## src/rtl/serial_adder_ctrl_pkg.sv

```systemverilog
// Shared definitions for the bit-serial adder controller.
//   ST_IDLE/ST_RUN/ST_DONE : state encodings used by the sequencing FSM
//   WIDTH_DEF              : default operand width, matching the 6-bit adder family
//   cnt_width()            : bit-counter width for a given operand width (minimum 1)
package serial_adder_ctrl_pkg;

   localparam int WIDTH_DEF = 6;

   localparam logic [1:0] ST_IDLE = 2'b00;
   localparam logic [1:0] ST_RUN  = 2'b01;
   localparam logic [1:0] ST_DONE = 2'b10;

   typedef enum logic [1:0] {
      S_IDLE = ST_IDLE,
      S_RUN  = ST_RUN,
      S_DONE = ST_DONE
   } state_e;

   // The counter only has to reach WIDTH-1, so clog2(WIDTH) bits suffice;
   // a 1-bit operand still needs a 1-bit counter to be well formed.
   function automatic int cnt_width(input int w);
      return (w > 1) ? $clog2(w) : 1;
   endfunction

endpackage

```

## src/rtl/serial_adder_ctrl_fa.sv

```systemverilog
// Single-bit full-adder cell shared across all bit positions of the
// serial adder. Purely combinational.
//   a, b, cin : addend bits and carry-in
//   so        : sum bit
//   cout      : carry-out
module serial_adder_ctrl_fa (
   input  logic a,
   input  logic b,
   input  logic cin,
   output logic so,
   output logic cout
);

   assign so   = a ^ b ^ cin;
   assign cout = (a & b) | (cin & (a ^ b));

endmodule

```

## src/rtl/serial_adder_ctrl.sv

```systemverilog
// Bit-serial addition controller. One full-adder cell is time-multiplexed
// over a WIDTH-bit operand pair, LSB first, one bit per clock.
//   clk, rst     : rising-edge clock, synchronous active-high reset
//   start        : request, sampled only in IDLE or DONE
//   a, b, cin    : operands and carry-in, captured on the accepting edge
//   busy         : high while bits are being processed
//   done         : one-cycle pulse when sum/cout/ovf become valid
//   sum, cout    : registered result and carry out of the MSB, held
//   ovf          : registered two's-complement overflow, held
//
// state   | meaning
// --------+-----------------------------------------------------------
// S_IDLE  | waiting for start
// S_RUN   | one bit per edge, counter 0..WIDTH-1
// S_DONE  | result valid, done pulse; start re-enters S_RUN directly
module serial_adder_ctrl
   import serial_adder_ctrl_pkg::*;
#(
   parameter int WIDTH = WIDTH_DEF
) (
   input  logic             clk,
   input  logic             rst,
   input  logic             start,
   input  logic [WIDTH-1:0] a,
   input  logic [WIDTH-1:0] b,
   input  logic             cin,
   output logic             busy,
   output logic             done,
   output logic [WIDTH-1:0] sum,
   output logic             cout,
   output logic             ovf
);

   localparam int CNT_W = cnt_width(WIDTH);
   localparam logic [CNT_W-1:0] CNT_LAST   = CNT_W'(WIDTH - 1);
   localparam logic [CNT_W-1:0] CNT_PENULT = (WIDTH > 1) ? CNT_W'(WIDTH - 2) : '0;

   state_e           state;
   state_e           state_nxt;
   logic             accept;
   logic             step;
   logic             last;
   logic             msb_in;

   logic [WIDTH-1:0] op_a;
   logic [WIDTH-1:0] op_b;
   logic [WIDTH-1:0] sum_sr;
   logic [WIDTH-1:0] sum_sr_nxt;
   logic             carry;
   logic             c_msb;
   logic [CNT_W-1:0] cnt;

   logic             fa_so;
   logic             fa_cout;

   serial_adder_ctrl_fa u_fa (
      .a    (op_a[0]),
      .b    (op_b[0]),
      .cin  (carry),
      .so   (fa_so),
      .cout (fa_cout)
   );

   assign last   = (cnt == CNT_LAST);
   // For a 1-bit operand the carry into the MSB is cin itself, loaded at accept.
   assign msb_in = (WIDTH > 1) && (cnt == CNT_PENULT);

   // New sum bit enters at the MSB; after WIDTH steps the LSB has reached bit 0.
   assign sum_sr_nxt = (sum_sr >> 1) | (WIDTH'(fa_so) << (WIDTH - 1));

   always_ff @(posedge clk) begin
      if (rst) begin
         state <= S_IDLE;
      end else begin
         state <= state_nxt;
      end
   end

   always_comb begin
      state_nxt = state;
      accept    = 1'b0;
      step      = 1'b0;
      busy      = 1'b0;
      done      = 1'b0;
      case (state)
         S_IDLE: begin
            if (start) begin
               accept    = 1'b1;
               state_nxt = S_RUN;
            end
         end
         S_RUN: begin
            busy = 1'b1;
            step = 1'b1;
            if (last) begin
               state_nxt = S_DONE;
            end
         end
         S_DONE: begin
            done = 1'b1;
            if (start) begin
               accept    = 1'b1;
               state_nxt = S_RUN;
            end else begin
               state_nxt = S_IDLE;
            end
         end
         default: state_nxt = S_IDLE;
      endcase
   end

   always_ff @(posedge clk) begin
      if (rst) begin
         op_a   <= '0;
         op_b   <= '0;
         sum_sr <= '0;
         carry  <= 1'b0;
         c_msb  <= 1'b0;
         cnt    <= '0;
         sum    <= '0;
         cout   <= 1'b0;
         ovf    <= 1'b0;
      end else if (accept) begin
         op_a   <= a;
         op_b   <= b;
         sum_sr <= '0;
         carry  <= cin;
         c_msb  <= cin;
         cnt    <= '0;
      end else if (step) begin
         op_a   <= op_a >> 1;
         op_b   <= op_b >> 1;
         sum_sr <= sum_sr_nxt;
         carry  <= fa_cout;
         if (msb_in) begin
            c_msb <= fa_cout;
         end
         if (last) begin
            // Counter is parked at zero rather than stepping past WIDTH-1.
            cnt  <= '0;
            sum  <= sum_sr_nxt;
            cout <= fa_cout;
            ovf  <= c_msb ^ fa_cout;
         end else begin
            cnt <= cnt + CNT_W'(1);
         end
      end
   end

endmodule

```

## config.mk

```make
export PLATFORM = sky130hd
export DESIGN_NAME = serial_adder_ctrl
export DESIGN_NICKNAME = d
export VERILOG_FILES = /design/src/rtl/serial_adder_ctrl_pkg.sv /design/src/rtl/serial_adder_ctrl_fa.sv /design/src/rtl/serial_adder_ctrl.sv
export SDC_FILE = /design/constraint.sdc
export NUM_CORES = 1
export LEC_CHECK = 0
export ABC_AREA = 1
export BUFFER_PORTS_ARGS = -buffer_cell sky130_fd_sc_hd__buf_2
export CAP_MARGIN = 30
export CORE_MARGIN = 3
export CORE_UTILIZATION = 30
export DETAILED_ROUTE_END_ITERATION = 16
export HOLD_SLACK_MARGIN = 0.05
export SLEW_MARGIN = 5
export SYNTH_ARGS = -nofsm -noshare
export SYNTH_HDL_FRONTEND = slang
export SYNTH_HIERARCHICAL = 1
export SYNTH_SLANG_ARGS = --single-unit
```

## constraint.sdc

```tcl
create_clock -name clk -period 1.55 [get_ports clk]
set_input_delay 0.31 -clock clk [delete_from_list [all_inputs] [get_ports clk]]
set_output_delay 0.31 -clock clk [all_outputs]
set_load 0.01 [all_outputs]
```

==> results.toml <==
[cells_and_area]
fin_cells = 253
drive_gt1_frac = 0.261
final_cell_mix = "dfxtp_1, nor2_1, nand2_1"
area_growth_pct = 19.7
mostFrequentLayoutCell = "dfxtp_1"
register_area_um2 = 641
antenna_cells = 0
fillCellCount = 443
multi_input_area_um2 = 617
fin_nets = 219

[routing]
firstDrtPassIters = 4
drc_errors = 0
drtIter0Drc = 51
vias_per_cell = 4.47
dr_total_vias = 1130
wl_per_cell_um = 10.8
drt-total-wl_um = 2730
ant_nets = 0

[synthesis]
ys_ff_latch = 32
yosysSeqAreaShare = 0.472
synth_fp_nets = 188
ys_warn_count = 6
netlist_area_mm2 = 0.00136
syn_avg_cell_area_um2 = 7.94
synthesis.instances = 171
synthDistinctLibCells = 24

[setup_path]
critical_path_class = "flop to primary output"
startpoint_type = "flop"
cp.arrival_ps = 1110
cp_cell_sequence = "inv_2, nor2_8, buf_2"
cp.required_ps = 1240
worstPathMaxFanout = 4
endpoint_kind = "primary output"
cp_top_family = "flip-flops"
timing.reg2reg.setup_slack_ps = 190
slowest_stage = "dfxtp_1"
critPathMaxStageDelay_ps = 440
cp_num_buf_inv = 2

[sta]
drv_slew = 0
setup_tns_ps = 0
fin_crit_sh = 0.916
period_minus_slack_ps = 1420
hold-worst-slack_ps = 265
setup_viol = 0
final.setup_skew_ps = 2.65
grt_setup_unrepaired = "no"
worst_pin_slew_ps = 349
finalHoldViolations = 0
fmax_mhz = 704
relSlewSlack = 0.767

[clocking]
insertion_delay_ps = 270
clock_path_buffers = 2
cts_hold_buf = 0
clk_pin_slew_ps = 60
cts_inserted_buffers = 5
cts.root.buffer_cell = "clkbuf_8"
clock_sinks = 32
cts_tree = "built"
cts_max_level = 2

[power_and_ir_drop]
ir_drop_uv = 344
powerDensity_mw_per_mm2 = 1070
p_leak_nw = 0.744

[place]
port_buffers = 25
globalplace.congestion = 0.723
dpl.cell_count = 244
place_hpwl_um = 1970

[floorplan]
die_h_um = 73.3
initial_core_util = 0.325
core_area_mm2 = 0.00417
ios = 26
dieArea_mm2 = 0.00537
fp.dieW_um = 73.3
rows = 23

[grt]
first_global_vias = 987
grt_use_total = 0.113
grt_pass1_wl_um = 4600
overflow = 0
antenna_found_initial = 0
grt_max_degree = 15

[min_path]
hp-class = "input port to flop"

[outcome]
status = "complete, no violations"

[flow_run]
maxCapViolCount = 0
-- cells by family (layout without fill, tap and decap cells) --
logic type | after synthesis | count (layout) | synth area share
AO/OA/AOI/OAI | 33 | 33 | 0.137
XOR/XNOR | 1 | 1 | 0.00645
adder cells (fa/ha/maj) | 1 | 1 | 0.0147
buffers and inverters | 20 | 52 | 0.0737
flip-flops | 32 | 32 | 0.472
AND/OR/NAND/NOR | 84 | 84 | 0.296
-- layer usage --
metal	track usage	vias up	part of all wire
li1	-	615	-
met1	0.142	493	0.48
met2	0.173	17	0.45
met3	0.0342	5	0.047
met4	0.0615	0	0.027
met5	0	-	0
-- synthesized netlist by cell type --
| master | instances | share of area |
|---|---|---|
| a211oi_1 | 1 | 0.0055 |
| a21oi_2 | 1 | 0.0065 |
| clkinv_4 | 1 | 0.0065 |
| xor2_1 | 1 | 0.0065 |
| buf_2 | 2 | 0.0074 |
| a21oi_1 | 12 | 0.044 |
| o21ai_1 | 3 | 0.011 |
| inv_2 | 1 | 0.0028 |
| nor3_1 | 5 | 0.018 |
| nand2_1 | 30 | 0.083 |
| nand3_1 | 8 | 0.029 |
| nor2_8 | 1 | 0.015 |
| nor2_1 | 30 | 0.083 |
| nand2_2 | 1 | 0.0046 |
| nor2_2 | 3 | 0.014 |
| nand2_4 | 5 | 0.041 |
| o21ai_0 | 12 | 0.044 |
| inv_4 | 1 | 0.0046 |
| inv_1 | 13 | 0.036 |
| nor3_2 | 1 | 0.0074 |
| o21ai_2 | 4 | 0.026 |
| dfxtp_1 | 32 | 0.47 |
| fa_1 | 1 | 0.015 |
| buf_6 | 2 | 0.017 |
-- worst register-to-register path, stage by stage (launching register included) --
cell	delay, ps
dfxtp_1	440
inv_2	120
nor2_8	130
buf_4	210
nand2_4	120
clkinv_4	100
nand2_4	70
o21ai_2	110
-- report_power, final --
| group | switching [mW] | internal [mW] |
|---|---|---|
| Clock | 0.274 | 0.361 |
| Sequential | 0.0264 | 0.866 |
| Combinational | 0.130 | 0.0808 |
-- flip-flops by register name, indices dropped and copies added (netlist names) --
register / cells
carry: 1
op_a: 6
cout: 1
sum_sr: 5
op_b: 6
state: 2
sum: 6
c_msb: 1
ovf: 1
cnt: 3
-- repair_timing --
item                                    in CTS  in global routing
buffers inserted                             1                  0
resized for setup                            0                  0
endpoints found under the setup margin       1                  0
-- through the flow --
| stage | total power [mW] | utilization | setup WS (ps) | cell area [µm²] |
|---|---|---|---|---|
| 6_report | 1.74 | 0.390 | 130 | 1630 |
| 5_1_grt | 1.84 | 0.390 | 53.2 | 1630 |
| 4_1_cts | 1.77 | 0.390 | 113 | 1630 |
| 3_5_place_dp | 1.12 | 0.366 | 293 | 1530 |
| 3_3_place_gp | 1.12 | 0.366 | 296 | 1530 |
| 2_1_floorplan | 1.06 | - | 357 | 1360 |
-- area by class of cell --
type | instances | share of cell area
Clock buffer | 8 | 0.0554
Timing Repair Buffer | 28 | 0.0908
Tap cell | 50 | 0.0385
Sequential cell | 32 | 0.394
Inverter | 16 | 0.0416
Multi-Input combinational cell | 119 | 0.380
-- path summary, 6_finish.rpt --
check	start	to	cells after the start
setup reg to reg	state[0]	sum[2]	7
hold reg to reg	op_a[5]	op_a[5]	2
setup / recovery	state[0]	busy	3
hold / removal	b[5]	op_b[5]	3
(Power assumes the default switching activity.)
